--- config.mk ---
export PLATFORM = sky130hd
export DESIGN_NAME = mem_port_arbiter
export DESIGN_NICKNAME = d
export VERILOG_FILES = /design/src/rtl/cpu_mem_pkg.sv /design/src/rtl/mem_wait_ctr.sv /design/src/rtl/mem_port_arbiter.sv
export SDC_FILE = /design/constraint.sdc
export NUM_CORES = 1
export LEC_CHECK = 0
export CAP_MARGIN = 25
export CELL_PAD_IN_SITES_DETAIL_PLACEMENT = 1
export CELL_PAD_IN_SITES_GLOBAL_PLACEMENT = 2
export CORE_ASPECT_RATIO = 1.4
export CORE_MARGIN = 2
export CORE_UTILIZATION = 29
export DETAILED_ROUTE_END_ITERATION = 8
export PLACE_DENSITY = 0.83
export REMOVE_ABC_BUFFERS = 1
export SKIP_CTS_REPAIR_TIMING = 1
export SYNTH_ARGS = -nofsm -noshare
export SYNTH_HDL_FRONTEND = slang
export SYNTH_SLANG_ARGS = --single-unit
--- constraint.sdc ---
create_clock -name clk -period 3.4 [get_ports clk]
set_clock_uncertainty 0.05 [all_clocks]
set_input_delay 0.34 -clock clk [delete_from_list [all_inputs] [get_ports clk]]
set_output_delay 0.34 -clock clk [all_outputs]
set_load 0.05 [all_outputs]
--- src/rtl/cpu_mem_pkg.sv ---
// Shared definitions for the unified instruction/data memory port:
// default bus widths, requester ids and arbiter state encoding.
package cpu_mem_pkg;

    localparam int DEF_DATA_W = 16;
    localparam int DEF_ADDR_W = 12;

    localparam logic PORT_I = 1'b0;
    localparam logic PORT_D = 1'b1;

    typedef enum logic [1:0] {
        IDLE   = 2'd0,
        BUSY_I = 2'd1,
        BUSY_D = 2'd2
    } arb_state_t;

endpackage

--- src/rtl/mem_wait_ctr.sv ---
// Saturating memory-wait counter; tc flags the enabled cycle whose increment
// brings the count to TIMEOUT_CYC, so the caller can abort on that same edge.
module mem_wait_ctr #(
    parameter int TIMEOUT_CYC = 15
) (
    input  logic clk,
    input  logic rst,
    input  logic clr,
    input  logic en,
    output logic tc
);

    localparam logic [7:0] TOP  = 8'(TIMEOUT_CYC);
    localparam logic [7:0] LAST = 8'(TIMEOUT_CYC - 1);

    logic [7:0] cnt;

    always_ff @(posedge clk or posedge rst) begin
        if (rst) begin
            cnt <= '0;
        end else if (clr) begin
            cnt <= '0;
        end else if (en && (cnt != TOP)) begin
            cnt <= cnt + 8'd1;
        end
    end

    assign tc = en && (cnt == LAST);

endmodule

--- src/rtl/mem_port_arbiter.sv ---
// Round-robin arbiter sharing one single-ported memory between fetch (I) and
// load/store (D); registered memory request with timeout, combinational stall.
module mem_port_arbiter
    import cpu_mem_pkg::*;
#(
    parameter int DATA_W      = DEF_DATA_W,
    parameter int ADDR_W      = DEF_ADDR_W,
    parameter int TIMEOUT_CYC = 15
) (
    input  logic              clk,
    input  logic              rst,
    input  logic              i_req,
    input  logic [ADDR_W-1:0] i_addr,
    output logic [DATA_W-1:0] i_rdata,
    output logic              i_ack,
    input  logic              d_req,
    input  logic              d_we,
    input  logic [ADDR_W-1:0] d_addr,
    input  logic [DATA_W-1:0] d_wdata,
    output logic [DATA_W-1:0] d_rdata,
    output logic              d_ack,
    output logic              m_req,
    output logic              m_we,
    output logic [ADDR_W-1:0] m_addr,
    output logic [DATA_W-1:0] m_wdata,
    input  logic [DATA_W-1:0] m_rdata,
    input  logic              m_ack,
    output logic              stall,
    output logic              err
);

    arb_state_t state_q, state_d;
    logic       last_grant;
    logic       pend_i, pend_d;
    logic       grant, grant_port;
    logic       busy, done, timeout;
    logic       ctr_tc;

    // A port being acked this cycle is already served, so it must not win again.
    assign pend_i = i_req & ~i_ack;
    assign pend_d = d_req & ~d_ack;
    assign busy   = (state_q == BUSY_I) || (state_q == BUSY_D);
    assign stall  = pend_i | pend_d;

    mem_wait_ctr #(.TIMEOUT_CYC(TIMEOUT_CYC)) u_wait_ctr (
        .clk (clk),
        .rst (rst),
        .clr (grant),
        .en  (busy & ~m_ack),
        .tc  (ctr_tc)
    );

    always_comb begin
        state_d    = state_q;
        grant      = 1'b0;
        grant_port = PORT_I;
        done       = 1'b0;
        timeout    = 1'b0;
        case (state_q)
            IDLE: begin
                if (pend_i || pend_d) begin
                    grant = 1'b1;
                    if (pend_i && pend_d) begin
                        grant_port = ~last_grant;
                    end else begin
                        grant_port = pend_d ? PORT_D : PORT_I;
                    end
                    state_d = (grant_port == PORT_D) ? BUSY_D : BUSY_I;
                end
            end
            BUSY_I, BUSY_D: begin
                if (m_ack) begin
                    done    = 1'b1;
                    state_d = IDLE;
                end else if (ctr_tc) begin
                    timeout = 1'b1;
                    state_d = IDLE;
                end
            end
            default: state_d = IDLE;
        endcase
    end

    always_ff @(posedge clk or posedge rst) begin
        if (rst) begin
            state_q    <= IDLE;
            last_grant <= PORT_I;
            m_req      <= 1'b0;
            m_we       <= 1'b0;
            m_addr     <= '0;
            m_wdata    <= '0;
            i_rdata    <= '0;
            d_rdata    <= '0;
            i_ack      <= 1'b0;
            d_ack      <= 1'b0;
            err        <= 1'b0;
        end else begin
            state_q <= state_d;
            i_ack   <= 1'b0;
            d_ack   <= 1'b0;
            err     <= 1'b0;
            if (grant) begin
                m_req      <= 1'b1;
                m_we       <= (grant_port == PORT_D) & d_we;
                m_addr     <= (grant_port == PORT_D) ? d_addr : i_addr;
                last_grant <= grant_port;
                if (grant_port == PORT_D) begin
                    m_wdata <= d_wdata;
                end
            end
            if (done || timeout) begin
                m_req <= 1'b0;
                m_we  <= 1'b0;
                err   <= timeout;
                if (state_q == BUSY_I) begin
                    i_ack   <= 1'b1;
                    i_rdata <= timeout ? '0 : m_rdata;
                end else begin
                    d_ack <= 1'b1;
                    // Stores leave the last load value visible unless aborted.
                    if (timeout) begin
                        d_rdata <= '0;
                    end else if (!m_we) begin
                        d_rdata <= m_rdata;
                    end
                end
            end
        end
    end

endmodule

==> impl_metrics.yaml <==
cts:
  cts_tree: "yes"
  clk_latency_ns: 0.34
  clock-sinks: 76
  htree_levels: 3
  cts_buffer_depth: 2
  cts_made_buffers: 9
  clockRootBuffer: "clkbuf_16"
  clk_pin_slew_ns: 0.06
cells_and_area:
  drive_gt1_share_pct: 9.951
  syn2layout_area_growth_pct: 53.16
  diodes: 0
  nNetsFinal: 473
floorplan:
  core_area_um2: 10920
  dieHeight_um: 129.6
  io_pins: 128
  rows: 45
  dieArea_um2: 12140
  start_util_pct: 29.91
  die_w_um: 93.70
route:
  drtIter0Drc: 118
  vias: 2539
  wirelength_mm: 8.926
  ant_nets: 0
  avgRoutedWirePerCell_um: 16.14
  drc: 0
  drtPass1Iterations: 4
  via_per_inst: 4.591
yosys:
  yosysMostFrequentCell: "dfrtp_1"
  syn_area_per_cell_um2: 11.71
  yosysSeqAreaShare_pct: 58.22
  synth_xor_area_share_pct: 1.877
  synth_cells: 279
  synth_top_cell_area_share_pct: 58.22
  yosys_register_bits: 76
  syn_area_um2: 3267
  async_flop_share_pct: 100.0
  synth_area_leader_cell: "dfrtp_1"
  yosys.area_share.simple_pct: 9.498
  synth_top_family_by_area: "multiplexers"
  synthDistinctLibCells: 38
  yosysWarnings: 0
  synth_edf_count: 0
  synth_compound_area_share_pct: 9.613
  yosys.area_share.adder_pct: 1.532
  synth_flop_cell: "dfrtp_1"
  synth_top_cells_by_area: "dfrtp_1, mux2i_1, mux2_2"
  synth_common_cells: "dfrtp_1, nand2_1, mux2i_1, inv_1"
  synth.area.mux_share_pct: 14.09
timing:
  rsz0062_at_grt: "no"
  tightestPinTransition_ns: 0.8705
  min_period_ns: 2.433
  finalSetupViolCount: 0
  slew_violations: 0
  fin_tns_setup_ns: 0
  min_period_over_period_pct: 71.57
  fmax_mhz: 411.0
  maxSlewHeadroom_pct: 41.80
  finalHoldViolCount: 0
  setup_ws_ns: 0.9667
worst_setup_path:
  endpoint: "stall"
  worstSetupEndpointType: "primary output"
  rr_worst_depth: 4
  crit_required_ns: 3.01
  crit_start: "i_req"
  worstPathMaxFanout: 4
  r2r_setup_slack_ns: 1.14
  reg2reg_to: "d_rdata[5]"
  arrival_ns: 2.04
  crit_type: "input pin to primary output"
  worstSetupStartpointType: "input pin"
  reg2reg_from: "u_wait_ctr.cnt[4]"
global_route:
  grt_pass1_vias: 2873
  grt_pass1_wl_mm: 14.44
  grt_max_degree: 42
  grtUsageTotal_pct: 15.64
  grt-ovfl-total: 0
  antenna_found_initial: 0
power_and_ir_drop:
  ir_drop_uv: 458.7
  p_seq_share_pct: 27.1
  clockPowerShare_pct: 18.7
  p_int_mw: 3.030
  cellPowerDensity_nw_per_um2: 1123
  p_switching_mw: 2.589
  leakagePower_nw: 2.308
  pwr-share-comb_pct: 54.2
  p_sw_share_pct: 46.07
placed_design:
  numPortBuffers: 127
  place_hpwl_mm: 6.629
  dpl_worst_slack_ns: 0.9634
  place_congestion: 0.7211
run_status:
  outcome: "complete, no violations"
flow_run:
  maxCapViolCount: 0
hold_path:
  hp-class: "input pin to asynchronous set/reset pin"
[placed cells by master (no fill, tap or decap), types with 7 or more instances in the layout]
cell	netlist	layout
mux2i_1	28	28
clkdlybuf4s50_1	0	127
inv_1	26	25
mux2_2	16	16
o21ai_0	13	13
xnor2_1	7	7
nand2_1	33	33
nor2_1	12	12
dfrtp_1	76	76
a22o_1	16	16
clkbuf_16	0	9
[layer usage]
layer  GRT usage (%)  routed length [µm]
met1           17.40                3447
met2           28.53                4957
met3           2.849                 288
met4           7.417                 233
met5               0                   0
[how the worst min path moves through the flow]
stage | start | end | cells after the start
after global routing | rst | m_addr[10] | 2
after detailed placement | m_addr[1] | m_addr[1] | 2
after global placement | m_addr[1] | m_addr[1] | 2
final | rst | m_addr[10] | 2
after CTS | rst | m_addr[10] | 2
after floorplan | last_grant | last_grant | 2
[power by group through the flow]
stage	sequential, mW	combinational (mW)	clock (mW)
final	1.52	3.05	1.05
after global routing	1.58	3.21	1.13
after CTS	1.53	3.09	1.09
after detailed placement	1.53	3.08	0
after global placement	1.52	3.04	0
after floorplan	2.80	0.712	0
[logic make-up after synthesis]
kind of cell	after synthesis
AO/OA/AOI/OAI	43
XOR/XNOR	7
adder cells (fa/ha/maj)	4
buffers and inverters	40
flip-flops	76
multiplexers	44
AND/OR/NAND/NOR	65
[registers in the layout, summed over array words and instances (netlist names)]
| signal | count |
|---|---|
| m_wdata | 16 |
| state_q | 2 |
| last_grant | 1 |
| d_ack | 1 |
| u_wait_ctr.cnt | 8 |
| m_addr | 12 |
| i_rdata | 16 |
| d_rdata | 16 |
| m_we | 1 |
| err | 1 |
| i_ack | 1 |
| m_req | 1 |
[final cells by class]
type / instances / area, µm²
fillers: 1196 / 5919
flip-flops and latches: 76 / 1902
repair buffers: 131 / 1301
multi-input cells: 163 / 1196
clock buffers: 9 / 225.2
well taps: 141 / 176.4
clock inverters: 7 / 103.9
inverters: 26 / 98.84
[worst max-delay path: stages]
cell and delay [ns]:
clkdlybuf4s50_1 0.44, nor2b_1 0.24, nor2_1 0.14, inv_1 0.07, clkdlybuf4s50_1 0.81
[metrics by stage]
step | total power, mW | instances | area, µm² | hold slack (ns) | utilization (%)
2_1_floorplan | 3.516 | 265 | 3196 | 0.4174 | -
4_1_cts | 5.709 | 553 | 5004 | 0.3904 | 45.81
3_5_place_dp | 4.618 | 537 | 4674 | 0.4199 | 42.80
3_3_place_gp | 4.558 | 537 | 4674 | 0.4141 | 42.80
5_1_grt | 5.917 | 553 | 5004 | 0.4310 | 45.81
6_report | 5.619 | 553 | 5004 | 0.3654 | 45.81
Note: power is estimated with default switching activity, not from simulation.
==> patch 1: new RTL, same flow settings <==
Set the package constant `DEF_ADDR_W` to 11 (it was 12).
--- a/src/rtl/cpu_mem_pkg.sv
+++ b/src/rtl/cpu_mem_pkg.sv
@@ -4,5 +4,5 @@
 
     localparam int DEF_DATA_W = 16;
-    localparam int DEF_ADDR_W = 12;
+    localparam int DEF_ADDR_W = 11;
 
     localparam logic PORT_I = 1'b0;
Ports: changed (resized d_addr, i_addr and m_addr); port bits go from 128 to 125. The function was not compared with the original's and may differ.
==> patch 1 against the unedited design <==
Critical path depth stayed put. Worst setup slack better by 0.011 ns. Sequential share of layout area is 0.12 points higher. Sequential cell count is 1 lower. Routed wire length is 3.8% lower. Worst hold slack better by 0.068 ns. Area after synthesis is 1.4% lower. Power is 1.9% lower. Design area is 1.6% lower. Largest cell class unchanged.
==> patch 1: results (changes against the unedited design) <==
----------------------------------------------------
[Drt]
  Via count of the routed design ... 2507 (was 2539)
  Via count normalized by instance count ... 4.60 (was 4.59)
  Number of DRC markers in iteration 0 ... 71 (was 118)

[Min path]
  Path category of the worst min-delay check ... flop to flop (was input port to async pin)

[Cells and area]
  Layout Nets ... 463 (was 473)
  Fraction of final layout cells sized beyond drive strength 1 ... 9.16% (was 9.95%)

[Synthesis]
  Compound-Gate Fraction of Synth Area ... 9.60% (was 9.61%)
  Portion of the post-synthesis area used by sequential elements ... 58.3% (was 58.2%)
  Most frequent cells after synthesis ... 75 x dfrtp_1, 33 x nand2_1, 27 x mux2i_1 (was 76 x dfrtp_1, 33 x nand2_1, 28 x mux2i_1)
  Most area-consuming cells after synthesis ... dfrtp_1 58%, mux2i_1 8.4%, mux2_2 5.6% (was dfrtp_1 58%, mux2i_1 8.6%, mux2_2 5.5%)
  Number of library cell types mapped by synthesis ... 37 (was 38)
  Area share of xor/xnor cells in the synthesized design ... 1.90% (was 1.88%)
  Mux contribution to synthesized area ... 14.0% (was 14.1%)

[Placed design]
  Post-Place Setup Slack ... 0.971 ns (was 0.963 ns)
  Count of input and output buffers ... 124 (was 127)
  Instance area after placement ... 4600 sq um (was 4670 sq um)
  Total instance count after detailed placement ... 529 (was 537)

[Global routing]
  Met3 track demand over resource in global routing ... 3.57% (was 2.85%)
  Overall Global Routing Usage ... 15.3% (was 15.6%)
  Global-route wire length before repair ... 14200 um (was 14400 um)
  Met2 usage ... 28.2% (was 28.5%)
  Maximum number of pins on one net before global-route repair ... 41 (was 42)
  Via count of the first global-routing pass ... 2795 (was 2873)

[Status]
  Result of the run ... completed (unchanged)

[Worst setup path]
  Max stage delay on crit path ... 0.79 ns (was 0.81 ns)

[Clocking]
  Skew-Pair Late Insertion Delay ... 0.32 ns (was 0.34 ns)

----------------------------------------------------
==> patch 1: changes by cell type in the layout (fill, tap and decap cells not counted), sizes merged <==
cell,unedited run,this run
buf,4,3
clkbuf,9,12
clkdlybuf4s50,127,124
dfrtp,76,75
inv,29,26
mux2i,28,27
nand2,34,33
o21ai,14,13
==> patch 1: layout make-up <==
class	instances	area (sq um)
well taps	141	176
clock inverters	4	73.8
inverters	26	97.6
multi-input cells	160	1170
repair buffers	127	1280
clock buffers	12	246
flip-flops and latches	75	1880
fillers	1188	5890
==> patch 1: per-stage QoR <==
stage               hold WS (ns)  total power [mW]
finish                     0.433              5.51
floorplan                  0.417              3.46
global placement           0.416              4.49
global route               0.458              5.81
CTS                        0.437              5.60
detailed placement         0.424              4.55
==> patch 1: path summary, 6_finish.rpt <==
check,slack (ns),to
min in group asynchronous,0.45,m_addr[8]
max reg2reg,1.13,d_rdata[3]
min reg2reg,0.43,m_addr[2]
min,0.43,m_addr[2]
max,0.98,stall
max in group asynchronous,2.15,m_wdata[9]
==> patch 2: new RTL, same settings <==
Made on the original files. Make the reset (`rst`) synchronous in 2 clocked blocks.
--- a/src/rtl/mem_wait_ctr.sv
+++ b/src/rtl/mem_wait_ctr.sv
@@ -16,5 +16,5 @@
     logic [7:0] cnt;
 
-    always_ff @(posedge clk or posedge rst) begin
+    always_ff @(posedge clk) begin
         if (rst) begin
             cnt <= '0;
--- a/src/rtl/mem_port_arbiter.sv
+++ b/src/rtl/mem_port_arbiter.sv
@@ -82,5 +82,5 @@
     end
 
-    always_ff @(posedge clk or posedge rst) begin
+    always_ff @(posedge clk) begin
         if (rst) begin
             state_q    <= IDLE;
Function: differs if rst is asserted again (counterexample within 4 cycles, from zero or initial values and one cycle with rst high); with rst held inactive, the same outputs for 4 cycles.
==> patch 2 against the unedited design <==
Die area down 9.3%. Sequential cell count unchanged. Routed wire length up 0.48%. First-iteration DRC count decreased by 30%. Design area down 8.2%. Global-route usage rose by 1.1 points. Area after synthesis is 9.7% lower. Via count up 8.0%. Worst setup slack worse by 0.21 ns. Largest cell class unchanged.
Power is not compared: it rests on default switching activity, and its combinational part moved more than twofold at a synthesized area within 25%.
==> patch 2: results (changes against the unedited design) <==
----------------------------------------------------
[Cells and area]
  Top Registers ... d_rdata (16), i_rdata (16), m_wdata (16) (unchanged)
  Synthesis-to-finish area growth ... 55.8% (was 53.2%)
  Fill cell count ... 1150 (was 1196)
  Post-layout instance count excluding filler cells ... 573 (was 553)
  Number of antenna repair diodes ... 0 (unchanged)
  Fraction of final layout cells sized beyond drive strength 1 ... 7.53% (was 9.95%)
  Layout Nets ... 499 (was 473)

[Placed design]
  Post-Place Setup Slack ... 0.756 ns (was 0.963 ns)
  HPWL after detailed placement ... 6560 um (was 6630 um)
  Instance area after placement ... 4320 sq um (was 4670 sq um)
  Total instance count after detailed placement ... 557 (was 537)
  Count of input and output buffers ... 127 (unchanged)
  Routability congestion estimate from global placement ... 0.715 (was 0.721)

[Power]
  Static Leakage ... 1.64 nW
  Switching power as a share of total power ... 33.1%
  Largest voltage drop on the vdd net ... 0.355 mV

[Clocking]
  Post-CTS clock slew at the launch and capture registers of the worst setup and hold paths ... 0.06 ns (about the same)
  Buffers from clock root to sink, at most ... 2 (unchanged)
  CTS Buf Count ... 9 (unchanged)
  Skew-Pair Late Insertion Delay ... 0.33 ns
  Level count of the clock H-tree ... 3 (unchanged)
  Clk root buf ... clkbuf_16 (unchanged)

[Drt]
  Number of search-and-repair iterations in the first detailed-routing pass ... 4 (unchanged)
  Via count of the routed design ... 2743 (was 2539)
  Number of DRC markers in iteration 0 ... 83 (was 118)
  Wire per inst ... 15.7 um (was 16.1 um)

[Global routing]
  Number of antenna violations at the first check in global routing ... 0 (unchanged)
  Global-route wire length before repair ... 14100 um (was 14400 um)
  Via count of the first global-routing pass ... 2834 (was 2873)
  Maximum number of pins on one net before global-route repair ... 31 (was 42)
  Overall Global Routing Usage ... 16.7% (was 15.6%)

[Worst setup path]
  Crit path max-delay cell type ... clkdlybuf4s50_1 (unchanged)
  Max stage delay on crit path ... 0.87 ns (was 0.81 ns)
  Critical Path Fanout Max ... 7 (was 4)
  Arrival time at the worst endpoint ... 2.26 ns (was 2.04 ns)
  Cell type group with the largest total delay on the critical path ... buffers and inverters (unchanged)

[Timing]
  Worst Max-Slew Pin Slew ... 0.945 ns (was 0.870 ns)

[Synthesis]
  Most area-consuming cells after synthesis ... dfxtp_1 52%, nand2_1 7.0%, a21oi_1 6.4% (was dfrtp_1 58%, mux2i_1 8.6%, mux2_2 5.5%)
  Most frequent cells after synthesis ... 76 x dfxtp_1, 55 x nand2_1, 38 x a21oi_1 (was 76 x dfrtp_1, 33 x nand2_1, 28 x mux2i_1)
  Async set-or-reset flop fraction in the synthesized netlist ... 0% (was 100%)
  Gate Count Post-Synth ... 308 (was 279)
  Portion of the post-synthesis area used by sequential elements ... 51.6% (was 58.2%)
  Number of library cell types mapped by synthesis ... 39 (was 38)
  Number of synthesis warnings ... 0 (unchanged)

[Status]
  Result of the run ... completed (unchanged)

[Min path]
  Path category of the worst min-delay check ... input port to flop (was input port to async pin)

----------------------------------------------------
==> patch 2: worst paths after layout <==
path	from	end	slack, ns	depth (start not counted)
max reg2reg	state_q[0]	i_rdata[15]	1.29	7
min	rst	m_wdata[0]	0.36	2
min reg2reg	m_wdata[5]	m_wdata[5]	0.40	2
max	d_req	stall	0.75	4
==> patch 2: worst register-to-register path, cell delays in order (launching register included) <==
cell	delay, ns
dfxtp_1	0.36
inv_1	0.06
ha_1	0.47
nand2_1	0.44
nor2_1	0.21
buf_4	0.24
nand2_1	0.08
a21oi_1	0.13
==> patch 2: per-layer routing <==
layer  global-route usage, %  share of wire (%)  up-vias
met2                    28.8                 53       59
met1                    19.1                 41     1326
met5                       0                  0        -
li1                        -                  -     1340
met4                    9.14                3.2        0
met3                    3.07                3.1       18
==> patch 2: final cells by class <==
type / count / share of cell area [%]
timing repair buffer: 132 / 28.4
tap: 135 / 3.68
clock buffer: 12 / 5.58
sequential: 76 / 33.1
clock inverter: 4 / 0.517
inverter: 7 / 0.572
multi-input combinational: 207 / 28.2
==> patch 2: power groups by stage <==
| stage | clock network (mW) | registers, mW | logic, mW |
|---|---|---|---|
| global placement | 0 | 1.03 | 0.768 |
| finish | 0.889 | 1.02 | 0.767 |
| CTS | 0.917 | 1.02 | 0.780 |
| global route | 0.958 | 1.03 | 0.820 |
| floorplan | 0 | 1.29 | 0.214 |
| detailed placement | 0 | 1.04 | 0.778 |
==> patch 2: logic make-up after synthesis <==
kind of cell             count (synthesis)  share of synthesized area, %
AO/OA/AOI/OAI                           96                          22.2
XOR/XNOR                                 5                          1.48
adder cells (fa/ha/maj)                  4                          1.70
buffers and inverters                   25                          4.54
flip-flops                              76                          51.6
multiplexers                            12                          4.07
AND/OR/NAND/NOR                         90                          14.4
